<file path="src/rtl/mmio_pkg.sv">
// Address map and transmitter state type shared by the MMIO UART slice.
package mmio_pkg;

    localparam logic [31:0] UART_BASE   = 32'hFFFF_0000;
    localparam logic [3:0]  TXDATA_OFF  = 4'h0;
    localparam logic [3:0]  STATUS_OFF  = 4'h4;
    localparam logic [3:0]  BAUDDIV_OFF = 4'h8;

    typedef enum logic [1:0] {
        IDLE,
        START,
        DATA,
        STOP
    } uart_state_t;

endpackage

</file>
<file path="src/rtl/mmio_uart_tx_if.sv">
// CPU data-port bundle seen by the memory-mapped UART transmitter.
interface mmio_uart_tx_if;

    logic        we;
    logic [31:0] a;
    logic [31:0] wd;
    logic [31:0] rd;
    logic        hit;
    logic        dmem_we;

    modport master (
        output we, a, wd,
        input  rd, hit, dmem_we
    );

    modport slave (
        input  we, a, wd,
        output rd, hit, dmem_we
    );

endinterface

</file>
<file path="src/rtl/uart_fifo.sv">
// Byte FIFO feeding the transmitter; a push while full succeeds only
// when a pop happens on the same edge.
module uart_fifo #(
    parameter int DEPTH = 8,
    parameter int WIDTH = 8
) (
    input  logic             clk,
    input  logic             reset,
    input  logic             push,
    input  logic             pop,
    input  logic [WIDTH-1:0] din,
    output logic [WIDTH-1:0] dout,
    output logic             full,
    output logic             empty
);

    localparam int AW = $clog2(DEPTH);
    localparam logic [AW:0] FULL_CNT = DEPTH[AW:0];

    logic [WIDTH-1:0] mem [DEPTH];
    logic [AW-1:0]    wptr;
    logic [AW-1:0]    rptr;
    logic [AW:0]      count;
    logic             do_push;
    logic             do_pop;

    assign full    = (count == FULL_CNT);
    assign empty   = (count == '0);
    assign do_pop  = pop & ~empty;
    assign do_push = push & (~full | do_pop);
    assign dout    = mem[rptr];

    always_ff @(posedge clk) begin
        if (do_push) mem[wptr] <= din;
    end

    always_ff @(posedge clk or posedge reset) begin
        if (reset) begin
            wptr  <= '0;
            rptr  <= '0;
            count <= '0;
        end else begin
            if (do_push) wptr <= wptr + AW'(1);
            if (do_pop)  rptr <= rptr + AW'(1);
            if (do_push && !do_pop)
                count <= count + (AW+1)'(1);
            else if (do_pop && !do_push)
                count <= count - (AW+1)'(1);
        end
    end

endmodule

</file>
<file path="src/rtl/mmio_uart_tx.sv">
// Memory-mapped 8N1 UART transmitter: TXDATA/STATUS/BAUDDIV registers,
// byte FIFO and a registered serial output.
module mmio_uart_tx
    import mmio_pkg::*;
#(
    parameter int          DEPTH       = 8,
    parameter logic [15:0] DEFAULT_DIV = 16'd434
) (
    input  logic          clk,
    input  logic          reset,
    mmio_uart_tx_if.slave bus,
    output logic          tx
);

    uart_state_t state, state_d;
    logic [7:0]  shift, shift_d;
    logic [15:0] divisor;
    logic [15:0] div_lat, div_lat_d;
    logic [15:0] baud, baud_d;
    logic [2:0]  bitn, bitn_d;
    logic        tx_d;
    logic        overflow;
    logic        pop;
    logic [7:0]  fifo_dout;
    logic        full, empty, busy, bit_end;
    logic        sel_tx, sel_st, sel_bd;
    logic        wr_tx, wr_st, wr_bd;

    assign bus.hit     = (bus.a[31:4] == UART_BASE[31:4]);
    assign bus.dmem_we = bus.we & ~bus.hit;

    assign sel_tx = bus.hit & (bus.a[3:2] == TXDATA_OFF[3:2]);
    assign sel_st = bus.hit & (bus.a[3:2] == STATUS_OFF[3:2]);
    assign sel_bd = bus.hit & (bus.a[3:2] == BAUDDIV_OFF[3:2]);
    assign wr_tx  = bus.we & sel_tx;
    assign wr_st  = bus.we & sel_st;
    assign wr_bd  = bus.we & sel_bd;

    assign busy = (state != IDLE) | ~empty;

    always_comb begin
        bus.rd = '0;
        unique case (1'b1)
            sel_st:  bus.rd = {28'b0, empty, overflow, full, busy};
            sel_bd:  bus.rd = {16'b0, divisor};
            default: bus.rd = '0;
        endcase
    end

    uart_fifo #(
        .DEPTH (DEPTH),
        .WIDTH (8)
    ) u_fifo (
        .clk   (clk),
        .reset (reset),
        .push  (wr_tx),
        .pop   (pop),
        .din   (bus.wd[7:0]),
        .dout  (fifo_dout),
        .full  (full),
        .empty (empty)
    );

    // A drop sets overflow even when a STATUS write clears it that cycle.
    always_ff @(posedge clk or posedge reset) begin
        if (reset) begin
            overflow <= 1'b0;
            divisor  <= DEFAULT_DIV;
        end else begin
            if (wr_tx && full && !pop)
                overflow <= 1'b1;
            else if (wr_st)
                overflow <= 1'b0;
            if (wr_bd)
                divisor <= (bus.wd[15:0] == '0) ? 16'd1 : bus.wd[15:0];
        end
    end

    assign bit_end = (baud == div_lat - 16'd1);

    always_comb begin
        state_d   = state;
        shift_d   = shift;
        div_lat_d = div_lat;
        baud_d    = baud;
        bitn_d    = bitn;
        pop       = 1'b0;
        tx_d      = 1'b1;
        unique case (state)
            IDLE: begin
                if (!empty) begin
                    pop       = 1'b1;
                    shift_d   = fifo_dout;
                    div_lat_d = divisor;
                    baud_d    = '0;
                    state_d   = START;
                end
            end
            START: begin
                if (bit_end) begin
                    baud_d  = '0;
                    bitn_d  = '0;
                    state_d = DATA;
                end else begin
                    baud_d = baud + 16'd1;
                end
            end
            DATA: begin
                if (bit_end) begin
                    baud_d  = '0;
                    shift_d = {1'b0, shift[7:1]};
                    if (bitn == 3'd7)
                        state_d = STOP;
                    else
                        bitn_d = bitn + 3'd1;
                end else begin
                    baud_d = baud + 16'd1;
                end
            end
            STOP: begin
                if (bit_end) begin
                    baud_d  = '0;
                    state_d = IDLE;
                end else begin
                    baud_d = baud + 16'd1;
                end
            end
            default: state_d = IDLE;
        endcase
        // Line level follows the state being entered so tx stays registered.
        case (state_d)
            START:   tx_d = 1'b0;
            DATA:    tx_d = shift_d[0];
            default: tx_d = 1'b1;
        endcase
    end

    always_ff @(posedge clk or posedge reset) begin
        if (reset) begin
            state   <= IDLE;
            shift   <= '0;
            div_lat <= DEFAULT_DIV;
            baud    <= '0;
            bitn    <= '0;
            tx      <= 1'b1;
        end else begin
            state   <= state_d;
            shift   <= shift_d;
            div_lat <= div_lat_d;
            baud    <= baud_d;
            bitn    <= bitn_d;
            tx      <= tx_d;
        end
    end

endmodule
</file>
<file path="src/flat_wrapper.sv">
// flat-port wrapper written by rule: the top's interface ports become plain ports
module mmio_uart_tx_flat import mmio_pkg::*;
#(
    parameter int          DEPTH       = 8,
    parameter logic [15:0] DEFAULT_DIV = 16'd434
)
  (clk, reset, tx, bus_we, bus_a, bus_wd, bus_rd, bus_hit, bus_dmem_we);
  mmio_uart_tx_if bus_i ();
  input  logic clk;
  input  logic reset;
  output logic tx;
  input wire logic [$bits(bus_i.we)-1:0] bus_we;
  input wire logic [$bits(bus_i.a)-1:0] bus_a;
  input wire logic [$bits(bus_i.wd)-1:0] bus_wd;
  output wire logic [$bits(bus_i.rd)-1:0] bus_rd;
  output wire logic [$bits(bus_i.hit)-1:0] bus_hit;
  output wire logic [$bits(bus_i.dmem_we)-1:0] bus_dmem_we;
  assign bus_i.we = bus_we;
  assign bus_i.a = bus_a;
  assign bus_i.wd = bus_wd;
  assign bus_rd = bus_i.rd;
  assign bus_hit = bus_i.hit;
  assign bus_dmem_we = bus_i.dmem_we;
  mmio_uart_tx #(.DEPTH(DEPTH), .DEFAULT_DIV(DEFAULT_DIV)) u_core (.clk(clk), .reset(reset), .bus(bus_i), .tx(tx));
endmodule
</file>
<file path="config.mk">
export PLATFORM = sky130hd
export DESIGN_NAME = mmio_uart_tx_flat
export DESIGN_NICKNAME = d
export VERILOG_FILES = /design/src/rtl/mmio_pkg.sv /design/src/rtl/mmio_uart_tx_if.sv /design/src/rtl/uart_fifo.sv /design/src/rtl/mmio_uart_tx.sv /design/src/flat_wrapper.sv
export SDC_FILE = /design/constraint.sdc
export NUM_CORES = 1
export LEC_CHECK = 0
export CAP_MARGIN = 5
export CORE_MARGIN = 2
export CORE_UTILIZATION = 40
export DETAILED_ROUTE_END_ITERATION = 10
export GPL_TIMING_DRIVEN = 0
export SYNTH_ARGS = -nofsm -noshare
export SYNTH_HDL_FRONTEND = slang
export SYNTH_SLANG_ARGS = --single-unit
</file>
<file path="constraint.sdc">
create_clock -name clk -period 2.8 [get_ports clk]
set_input_delay 0.28 -clock clk [delete_from_list [all_inputs] [get_ports clk]]
set_output_delay 0.28 -clock clk [all_outputs]
set_load 0.005 [all_outputs]
</file>
==> summary.txt <==
Run status
  • Status: finished with violations
  • Failing checks: setup timing

Synthesis
  • Cell taking the most area after synthesis: edfxtp_1
  • Post-synthesis sequential area ratio: 0.5527
  • Post-synth EDFFs: 64
  • Mapped Cells: 585
  • Synth warn: 0
  • Main synth FF type: edfxtp_1
  • Synth Cell Area: just under 7000 um2
  • Post-synth top area share: 0.2823
  • Cell variety after synth: 64
  • Avg Synthesized Cell Area: 11.64 um2
  • #FFs+latches synth: 137
  • Area contributors post-synth: edfxtp_1 (28%), dfrtp_1 (23%), mux4_2 (5.3%), nand2_1 (4.9%), dfstp_2 (4.2%)
  • Asr flop ratio synth: 0.5328

STA
  • Final Hold Vio Count: 0
  • Hold slack: approximately 0.16 ns
  • Skew final: just under 0.01 ns
  • Fin crit share: 1.071
  • Final WS setup: -0.1987 ns
  • # setup viols final: 29
  • Slew headroom: 0.5203
  • Final min period: 2.999 ns
  • RSZ-0062 raised after global routing: yes
  • Worst-Margin Slew: 0.7195 ns
  • Maximum clock frequency: between 0.3 and 0.4 GHz
  • Fin. max-slew vios: 0

Clock network
  • CTS tree: built
  • Root buffer cell: clkbuf_16
  • CTS Buf Count: 17
  • H-tree depth: 4
  • Clk slew on worst S/H paths: roughly 0.060 ns
  • Clk Latency, worst-skew pair: roughly 0.43 ns
  • Sink Count: 137
  • CTS max path bufs: 2
  • Post-CTS Hold Buffers: 0

Global routing
  • GR Overflow Total: 0
  • Tot GR Track Use: 0.1927
  • First-pass GRT wire length: between 20000 and 30000 um
  • Vias in the first global route: 5067
  • Largest net degree at the start of global routing: 55
  • Initial antenna violation count: 0

Route
  • Wire per inst: between 15 and 20 um
  • DR pass1 iterations: 5
  • Residual DRC: 0
  • Vias per cell: between 5 and 6
  • Vias post-DR: 5091
  • Iteration-0 DRC Markers: approximately 320
  • WL final: 16780 um
  • Routed Antenna Nets: 0

Worst setup path
  • Setup CP Type: flop to flop
  • Critical path arrival: around 3.3 ns
  • CP Max Fanout: 6
  • Crit end category: flop
  • Element type at the critical path start: flop
  • Crit Reg-Reg Endpoint: u_core.baud[5]
  • CP required: 3.11 ns
  • Worst R2R Path Depth: 10
  • Worst r2r src: u_core.div_lat[0]
  • Worst R2R Setup Slack: -0.20 ns

Cells and area
  • Share of cells above drive strength 1: 0.2867
  • Area grow syn2layout: 33.74%
  • Antenna diodes: 0
  • FILL cells: approximately 1400
  • Post-Layout Cell Count: approximately 950
  • Final layout net count: roughly 790

Placed design
  • Gpl congestion: 0.8712
  • Hpwl dp: 11360 um
  • Buffers added on ports: 67
  • Placed Cells: between 800 and 900

Flow run
  • Max-cap violations: 0

Min path
  • Hold Path Class: input pin to async pin

Power and ir drop
  • Pleak: roughly 3.8 nW
  • Design Power: about 4.5 mW
  • Cell Pwr Density: approximately 490 nW/um2
  • Peak VDD IR: between 400 and 500 uV

Floorplanning
  • I/O pins: between 100 and 150
  • Total Die Area: around 18000 um2
  • Row count: between 40 and 50
  • Die Ht: roughly 130 um
  • Core box area: approximately 17000 um2
  • Starting Density: 0.4105
  • Width of the die: approximately 130 um
[layout by cell type (no fill, tap or decap), types with 10 or more instances in the layout]
cell	instances
mux4_2	16
dfstp_2	11
mux2_2	19
edfxtp_1	64
clkbuf_16	17
buf_6	11
nand2_1	84
clkdlybuf4s50_1	47
nand3_1	13
and2_1	15
dfrtp_1	62
xnor2_1	18
buf_4	39
nor2_2	11
xor2_1	14
dlygate4sd2_1	15
nor2_1	29
o21ai_0	15
clkbuf_1	10
conb_1	16
[Yosys cell counts (2+ instances only)]
master / count
and3_1: 5
xnor2_1: 19
nand4_1: 8
a31o_2: 3
inv_1: 13
xor2_1: 14
nor2_1: 42
mux4_2: 16
edfxtp_1: 64
o31ai_1: 2
nor4_1: 13
a31oi_1: 6
nand2_1: 88
buf_4: 16
mux2_2: 19
o22ai_1: 2
nor2b_1: 2
nand4b_1: 2
nand3b_1: 3
buf_6: 3
dfstp_2: 11
clkbuf_1: 20
buf_2: 3
nor3_2: 4
ha_1: 9
a21o_1: 2
buf_1: 2
a22o_1: 5
dfrtp_1: 62
a211o_1: 8
or3_1: 2
a21oi_1: 11
mux2i_1: 9
and2_1: 15
o21ai_0: 23
nand3_1: 13
nor3_1: 11
nand2b_1: 6
o211ai_1: 2
o311ai_1: 3
[where the power goes]
group / internal [mW] / leakage [nW] / total, mW / switching, mW
Clock: 1.21 / 0.292 / 2.22 / 1.01
Sequential: 2.11 / 1.50 / 2.11 / 0.0000000145
Combinational: 0.0811 / 1.97 / 0.146 / 0.0646
Total: 3.39 / 3.76 / 4.47 / 1.08
[cell type report]
type | instances | area [um2] | share of cell area
Buffer | 39 | 272.8 | 0.02996
Clock buffer | 17 | 425.4 | 0.04672
Clock inverter | 15 | 180.2 | 0.01979
Inverter | 13 | 53.80 | 0.005909
Multi-Input combinational cell | 407 | 3136 | 0.3444
Sequential cell | 137 | 3762 | 0.4132
Tap cell | 220 | 275.3 | 0.03023
Timing Repair Buffer | 101 | 999.7 | 0.1098
[sequential cells by signal, indices dropped and copies added, names as in the netlist]
| name | count |
|---|---|
| u_core.u_fifo.mem | 64 |
| u_core.baud | 16 |
| u_core.div_lat | 16 |
| u_core.divisor | 16 |
| u_core.shift | 8 |
| u_core.u_fifo.count | 4 |
| u_core.bitn | 3 |
| u_core.u_fifo.rptr | 3 |
| u_core.u_fifo.wptr | 3 |
| u_core.state | 2 |
| u_core.overflow | 1 |
| u_core.tx | 1 |
[stage by stage]
stage          TNS, ns    util  cell area (um2)  setup slack, ns
2_1_floorplan   -1.236       -             6913          -0.1225
3_3_place_gp   -100.89  0.4739             7859          -0.9126
3_5_place_dp    -71.88  0.4757             7889           -1.013
4_1_cts         -6.646  0.5343             8860          -0.2838
5_1_grt         -6.925  0.5490             9105          -0.3028
6_report        -3.624  0.5490             9105          -0.1987
[routing by layer]
metal | part of all wire | vias to the layer above | global-route usage | routed length, um
met3 | 0.041 | 25 | 0.03303 | 680
met1 | 0.43 | 2530 | 0.2433 | 7275
met5 | 0 | - | 0 | 0
met4 | 0.019 | 0 | 0.07485 | 320
li1 | - | 2384 | - | -
met2 | 0.51 | 152 | 0.3322 | 8500
[worst max-delay path: stages (launching register included)]
cell     delay [ns]
dfrtp_1        0.39
inv_2          0.08
ha_4           0.13
or4b_4         0.48
or4b_4         0.51
xnor2_2        0.16
a21oi_2        0.18
nand2_2        0.08
or3_4          0.42
a31o_2         0.27
a22o_1         0.18
[worst max path at each step]
stage | start | end | slack [ns] | cells past startpoint
finish | u_core.div_lat[0] | u_core.baud[5] | -0.20 | 10
global route | u_core.div_lat[0] | u_core.baud[10] | -0.30 | 13
detailed placement | bus_a[12] | u_core.u_fifo.mem[0][0] | -1.01 | 8
global placement | bus_a[12] | u_core.u_fifo.mem[0][0] | -0.91 | 8
CTS | u_core.div_lat[0] | u_core.baud[9] | -0.28 | 12
floorplan | u_core.div_lat[0] | u_core.baud[12] | -0.12 | 11
[logic make-up after synthesis]
family,Yosys count,share of synthesized area
adders and majority gates,10,0.01948
DFF,137,0.5527
buffers and inverters,57,0.04411
and+or+nand+nor,223,0.1610
xor gates and xnor gates,33,0.04246
AOI/OAI and AO/OA,80,0.08216
muxes,44,0.09759
other,1,0.0005508
[timing repair]
item / 4_1_cts / 5_1_grt
pin swaps: 23 / 27
setup buffers: 18 / 15
setup endpoints to repair: 121 / 109
gates cloned: 1 / 1
hold endpoints to repair: 0 / 0
gates resized for setup: 77 / 40
Note: power is estimated with default switching activity, not from simulation.
